<file path="config.mk">
export PLATFORM = sky130hd
export DESIGN_NAME = mux3_arbiter
export DESIGN_NICKNAME = d
export VERILOG_FILES = /design/src/rtl/mux3_arbiter.sv
export SDC_FILE = /design/constraint.sdc
export NUM_CORES = 1
export LEC_CHECK = 0
export CAP_MARGIN = 5
export CORE_MARGIN = 2
export CORE_UTILIZATION = 31
export CTS_CLUSTER_SIZE = 25
export DETAILED_ROUTE_END_ITERATION = 6
export GPL_ROUTABILITY_DRIVEN = 1
export PLACE_DENSITY = 0.81
export SYNTH_ARGS = -nofsm -noshare
export SYNTH_HDL_FRONTEND = slang
export SYNTH_HIERARCHICAL = 1
export SYNTH_SLANG_ARGS = --single-unit
</file>
<file path="constraint.sdc">
create_clock -name clk -period 2.3 [get_ports clk]
set_input_delay 0.46 -clock clk [delete_from_list [all_inputs] [get_ports clk]]
set_output_delay 0.46 -clock clk [all_outputs]
set_load 0.005 [all_outputs]
</file>
<file path="src/rtl/mux3_arbiter.sv">
// mux3_arbiter: shares one 32-bit valid/ready output channel between three
// packet-based requesters. One grant lasts one packet, or MAX_BEATS beats at most.
// The three requesters are muxed onto the output by a mux3_32 instance.
// Build option: define MUX3_ARB_RR_EN for round-robin arbitration starting at
// ptr. Without it, arbitration is fixed priority (0 > 1 > 2).

// Three-way 32-bit mux. A select value of 3 drives all zeros.
module mux3_32 (
  input  logic [95:0] a,
  input  logic [1:0]  s,
  output logic [31:0] y
);

  // Select one 32-bit lane of the packed input.
  always_comb begin
    y = 32'h0;
    case (s)
      2'd0:    y = a[31:0];
      2'd1:    y = a[63:32];
      2'd2:    y = a[95:64];
      default: y = 32'h0;
    endcase
  end

endmodule

module mux3_arbiter #(
  parameter int MAX_BEATS = 16
) (
  input  logic        clk,
  input  logic        rst,
  input  logic [2:0]  in_valid,
  output logic [2:0]  in_ready,
  input  logic [95:0] in_data,
  input  logic [2:0]  in_last,
  output logic        out_valid,
  input  logic        out_ready,
  output logic [31:0] out_data,
  output logic        out_last,
  output logic [1:0]  sel,
  output logic        busy
);

  typedef enum logic {IDLE, GRANT} state_t;

  localparam logic [7:0] LAST_CNT = 8'(MAX_BEATS - 1);

  state_t     state_q, state_d;
  logic [1:0] sel_q, sel_d;
  logic [7:0] beat_cnt_q, beat_cnt_d;
  logic       busy_q, busy_d;

  logic [1:0] winner;
  logic       owner_valid;
  logic       owner_last;
  logic       granted;
  logic       accept;

  assign granted = (state_q == GRANT);

`ifdef MUX3_ARB_RR_EN
  logic [1:0] ptr_q, ptr_d;
  logic [1:0] cand_idx [3];
  logic [2:0] rot_valid;

  // Candidate gi is the requester at offset gi from ptr, modulo 3.
  for (genvar gi = 0; gi < 3; gi++) begin : g_rr
    logic [2:0] sum;
    assign sum           = {1'b0, ptr_q} + 3'(gi);
    assign cand_idx[gi]  = (sum >= 3'd3) ? 2'(sum - 3'd3) : sum[1:0];
    assign rot_valid[gi] = |(in_valid & (3'b001 << cand_idx[gi]));
  end

  // The first requesting candidate, counting from ptr, wins.
  always_comb begin
    winner = 2'd3;
    if (rot_valid[2]) winner = cand_idx[2];
    if (rot_valid[1]) winner = cand_idx[1];
    if (rot_valid[0]) winner = cand_idx[0];
  end
`else
  // Fixed priority: the lowest-numbered requester wins.
  always_comb begin
    winner = 2'd3;
    if (in_valid[2]) winner = 2'd2;
    if (in_valid[1]) winner = 2'd1;
    if (in_valid[0]) winner = 2'd0;
  end
`endif

  // Pick out the owner's valid and last. Both are forced low when no grant is held.
  always_comb begin
    owner_valid = 1'b0;
    owner_last  = 1'b0;
    if (granted) begin
      case (sel_q)
        2'd0: begin owner_valid = in_valid[0]; owner_last = in_last[0]; end
        2'd1: begin owner_valid = in_valid[1]; owner_last = in_last[1]; end
        2'd2: begin owner_valid = in_valid[2]; owner_last = in_last[2]; end
        default: begin owner_valid = 1'b0; owner_last = 1'b0; end
      endcase
    end
  end

  // Only the owner sees downstream ready. Every other requester is held off.
  for (genvar gi = 0; gi < 3; gi++) begin : g_ready
    assign in_ready[gi] = granted && (sel_q == 2'(gi)) && out_ready;
  end

  assign out_valid = owner_valid;
  assign out_last  = granted && (owner_last || (beat_cnt_q == LAST_CNT));
  assign accept    = out_valid && out_ready;
  assign sel       = sel_q;
  assign busy      = busy_q;

  mux3_32 u_mux (
    .a (in_data),
    .s (sel_q),
    .y (out_data)
  );

  // Next-state logic: grant on any request, release on an accepted last beat.
  always_comb begin
    state_d    = state_q;
    sel_d      = sel_q;
    beat_cnt_d = beat_cnt_q;
    busy_d     = busy_q;
`ifdef MUX3_ARB_RR_EN
    ptr_d      = ptr_q;
`endif
    case (state_q)
      IDLE: begin
        if (|in_valid) begin
          state_d    = GRANT;
          sel_d      = winner;
          beat_cnt_d = 8'd0;
          busy_d     = 1'b1;
        end
      end
      GRANT: begin
        if (accept) begin
          if (beat_cnt_q != 8'hFF) beat_cnt_d = beat_cnt_q + 8'd1;
          if (out_last) begin
            state_d = IDLE;
            sel_d   = 2'd3;
            busy_d  = 1'b0;
`ifdef MUX3_ARB_RR_EN
            ptr_d   = (sel_q == 2'd2) ? 2'd0 : sel_q + 2'd1;
`endif
          end
        end
      end
      default: state_d = IDLE;
    endcase
  end

  // State and registered outputs. An asynchronous reset drops any partial packet.
  always_ff @(posedge clk or negedge rst) begin
    if (!rst) begin
      state_q    <= IDLE;
      sel_q      <= 2'd3;
      beat_cnt_q <= 8'd0;
      busy_q     <= 1'b0;
`ifdef MUX3_ARB_RR_EN
      ptr_q      <= 2'd0;
`endif
    end else begin
      state_q    <= state_d;
      sel_q      <= sel_d;
      beat_cnt_q <= beat_cnt_d;
      busy_q     <= busy_d;
`ifdef MUX3_ARB_RR_EN
      ptr_q      <= ptr_d;
`endif
    end
  end

endmodule

</file>
**After elaboration in Yosys (flattened, before gate mapping)**

Cells that the tools add are included.

- Reduce and logical (&&, ||, !) cells: 13
- Bitwise gates (word level): 1
- Mux-type cells: 24
- Eq/ne operators: 8
- Add/subtract/negate cells: 1

Operators by type and width:

| operator | number |
|---|---|
| 32-bit case mux with 3 select lines | 1 |
| 8-bit two-way mux | 3 |
| 8-bit case mux with 2 select lines | 1 |
| 2-bit two-way mux | 5 |
| 1-bit two-way mux | 9 |
| 8-bit by 1-bit adder with 8-bit output (second input constant) | 1 |
| 8-bit by 4-bit == test with 1-bit output (second input constant) | 1 |
| 1-bit logical AND | 8 |
| 8-bit inequality test (second input constant) | 1 |
| 1-bit case mux with 3 select lines | 2 |
| 3-bit AND reduction | 2 |
| 2-bit by 1-bit inequality test with 1-bit output (second input constant) | 2 |
| 2-bit inequality test (second input constant) | 2 |
| 1-bit case mux with 2 select lines | 2 |
| 2-bit case mux with 2 select lines | 1 |
| 3-bit OR reduction | 1 |
| 2-bit by 1-bit == test with 1-bit output (second input constant) | 1 |
| 2-bit == test (second input constant) | 1 |
| 2-bit zero test | 1 |
| 1-bit logical OR | 1 |
| 1-bit NOT | 1 |

- Logic and storage cells: 51
- Bits in registers: 12
- Input port bits: 105
- Output and inout bits: 40

**Longest topological paths before layout**

- Word-level depth: 8
- Mapped depth: 5
- Depth with buffers taken out: 5

**Modules after synthesis**

Netlist, hierarchy kept.

By module, submodules not included:

| module | area an instance (sq um) | times used | sequential area each (sq um) | cells each |
|---|---|---|---|---|
| mux3_arbiter | 792.0 | 1 | 302.8 | 84 |
| mux3_32 | 787.0 | 1 | 0.0 | 77 |

**Least setup slack after synthesis**

Ideal clock, no wire load.

- Kind: reg2reg
- From: reg sel_q[1] (netlist: sel[1])
- To: reg beat_cnt_q[0]
- Required time: 2.175 ns
- Cell stages (with the launch flop): 6
- Period minus slack after synthesis: 1.694 ns
- Arrival: 1.569 ns
- Library setup time: 0.125 ns
- Path slack: 0.606 ns
- Cell sequence: dfstp_2 -> buf_6 -> mux2i_2 -> a2bb2oi_4 -> nor2_1 -> mux2_2

- Cells in the longest elaborated chain, start to end: 6

Ends and longest elaborated chain:

| what | line | source |
|---|---|---|
| start, declared | 49 | `logic [1:0] sel_q, sel_d;` |
| start signal, assigned | 169 | `sel_q <= sel_d;` |
| 2-bit == test, or another cell as far along | 96 | `case (sel_q)` |
| 1-bit case mux with 3 select lines (*) | 96 |  |
| 1-bit two-way mux (*) | 95 | `if (granted) begin` |
| 1-bit logical AND (*) | 112 | `assign accept = out_valid && out_ready;` |
| 2-bit by 1-bit inequality test with 1-bit output (no line) (*) | -- |  |
| 3-bit AND reduction (no line) (*) | -- |  |
| end signal, assigned | 170 | `beat_cnt_q <= beat_cnt_d;` |
| end, declared | 50 | `logic [7:0] beat_cnt_q, beat_cnt_d;` |

Mark *: on every way between the ends. The rest lies on a longest branch, timed or not.
A chain may end at the register's enable or synchronous reset.

**Worst setup path in the final report**

- From: reg sel_q[1] (netlist: sel[1])
- To: out out_data[10]

- Cells in the longest elaborated chain, start to end: 2

Ends and longest elaborated chain:

| what | line | source |
|---|---|---|
| 2-bit == test, or another cell as far along | 17 | `case (s)` |
| 32-bit case mux with 3 select lines (*) | 17 |  |
| end, declared | 38 | `output logic [31:0] out_data,` |

Marked as above.

==> impl_results.md <==
* P_leak at 1.38 nW
* Root buffer cell: clkbuf_8
* Cts hold-fix bufs at 0
* Slew Viols, Final at 0
* Vias in the first global route at 1861
* Diode count at 0
* Reg-to-Reg Start: sel[1]
* Core ar. at 4820 sq um
* Power Dens Cells at 893 nW/um^2
* Number of iterations in the first detailed-routing pass at 4
* Largest net degree at the start of global routing at 33
* Post-synth cell types at 39
* Num CTS Buffers at 3
* Die footprint at 5680 sq um
* Total negative slack at 0 ns
* Syn Nets at 267
* R2R setup slack at 0.27 ns
* DP Wirelength at 5400 um
* Antenna Nets Post-Route at 0
* Max Fclk at 452 MHz
* Share of layout cells above drive strength 1 at 0.169
* Die Span Y at 75.4 um
* Chip Width at 75.4 um
* Worst setup path class: flop to primary output
* # setup viols final at 0
* Dpl ws at -0.0251 ns
* Sink Count at 12
* Final WS setup at 0.0896 ns
* Final Hold Slack at 0.537 ns
* Worst Min Path Start: busy
* Async S/R FF share, synth at 1.00
* Slew margin rel. at 0.653
* Sequential area share after synthesis at 0.192
* Initial Util at 0.328
* Clock tree buffer depth at 2
* DRC violations left at 0
* Drt total wl at 6770 um
* Synth-to-layout area growth at 110%
* Hold WC Path Type: flop to flop
* Tmin final at 2.21 ns
* Most area-consuming cells after synthesis: mux2i_1 (22%), dfrtp_1 (16%), o2bb2ai_1 (13%)
* Hold Violations, Final at 0
* Worst Max-Slew Pin Slew at 0.518 ns
* Outcome: complete, no violations
* Synth area leader: mux2i_1
* Routability cong. at 0.851
* Crit Path Max Fanout at 9
* Synth Register Bits at 12
* First-pass GRT wire length at 9430 um
* Port bufs at 144
* WL per Instance at 17.5 um
* Setup Skew at 0.00235 ns
* # H-tree levels at 1
* Avg Inst Size Synth at 9.81 sq um
* RSZ-0062 raised after global routing: no
* Crit share post-route at 0.961
* Top cell type's share of synthesized area at 0.216
* Post-Place Cells at 370
* Syn Inst Count at 161
* EDFF count, synth at 0
* VDD IR max at 0.523 mV
* Design area at 3320 sq um
* # Max-Cap Violations at 0
* Initial antenna violation count at 0
* 1st-iter DRT viols at 62
* Startpoint types: flop
* Fillers at 409
* Top FF cell, synth: dfrtp_1
* Latest clock arrival within the worst-skew pair at 0.24 ns
* Top cells by count, synth: mux2i_1 (34), o2bb2ai_1 (23), dfrtp_1 (10), o2bb2ai_2 (10), buf_6 (9)
* CTS tree: done
* Overall Global Routing Usage at 0.219
* Syn Std Cell Area at 1580 sq um
* Row count at 25
* Final nets at 426
* Finished Layout Cells at 386
* Clock transition at path regs at 0.05 ns
* Data required time of the worst path at 1.84 ns
* Gr ovfl total at 0
* Worst Path Arrival at 1.75 ns
* Vias at 1928
* Placed Area at 3110 sq um
* DR vias/cell at 4.99
* YS warnings at 6
* Start point of the critical path: sel[1]
* Most common cell in the netlist: mux2i_1
* I/O Pins at 145
* Worst Setup End Kind: primary output
## worst max-delay path, stage by stage (launching register included)
cell and delay [ns]:
dfstp_2 0.55, buf_4 0.12, bufbuf_16 0.27, mux2i_1 0.23
o2bb2ai_1 0.09, dlygate4sd2_1 0.26
## worst paths after layout
kind	to	depth (start not counted)
max in group asynchronous	sel[1]	1
min	busy	2
max reg2reg	beat_cnt_q[0]	8
max	out_data[10]	5
min in group asynchronous	beat_cnt_q[2]	1
min reg2reg	busy	2
## state kept, by name, summed over array words and instances, names as in the netlist
signal,flops
busy,1
beat_cnt_q,8
granted,1
sel,2
## placed cells by master (no fill, tap or decap), drive strengths merged, types with 3 or more instances in the layout
master,n
inv,3
clkbuf,4
bufbuf,3
mux2i,35
buf,21
nand3,7
o2bb2ai,33
and3,7
a211o,3
dlygate4sd2,34
a21oi,6
clkdlybuf4s50,108
dfrtp,10
nand2,8
nor2,8
## per-stage QoR
step	total power (W)	util
CTS	0.00298	0.688
detailed placement	0.00267	0.645
global route	0.00316	0.689
floorplan	0.00162	-
finish	0.00296	0.689
global placement	0.00263	0.645
## layer usage
layer	track usage	routed length, um	vias to the layer above
met1	0.243	2640	887
met3	0.0397	518	14
met5	0	0	-
met4	0.0624	159	0
met2	0.420	3450	73
li1	-	-	954
## report_power, final
group / total [W] / switching, W / internal [W] / leakage (nW)
logic: 0.00232 / 0.000943 / 0.00137 / 1.23
registers: 0.000421 / 0.000112 / 0.000309 / 0.123
clock network: 0.000225 / 0.0000739 / 0.000151 / 0.0288
## what timing repair did
| item | CTS | global route |
|---|---|---|
| pin swaps | 0 | 2 |
| resized for setup | 39 | 2 |
| setup endpoints to repair | 34 | 2 |
| buffers inserted | 9 | 0 |
| gates cloned | 3 | 0 |
## cell type report
cell class	instances	area, sq um	area share
multi-input combinational	132	1160	0.349
sequential	12	303	0.0912
timing repair buffer	168	1710	0.515
tap	67	83.8	0.0253
inverter	3	11.3	0.00339
clock buffer	4	55.1	0.0166
## kinds of logic after synthesis
logic type	after synthesis	share of synthesized area
AOI/OAI and AO/OA	54	0.339
and+or+nand+nor	41	0.143
muxes	36	0.231
buffers and inverters	17	0.0864
DFF	12	0.192
adders and majority gates	1	0.00792
No activity file was read; power rests on OpenSTA's default activity.
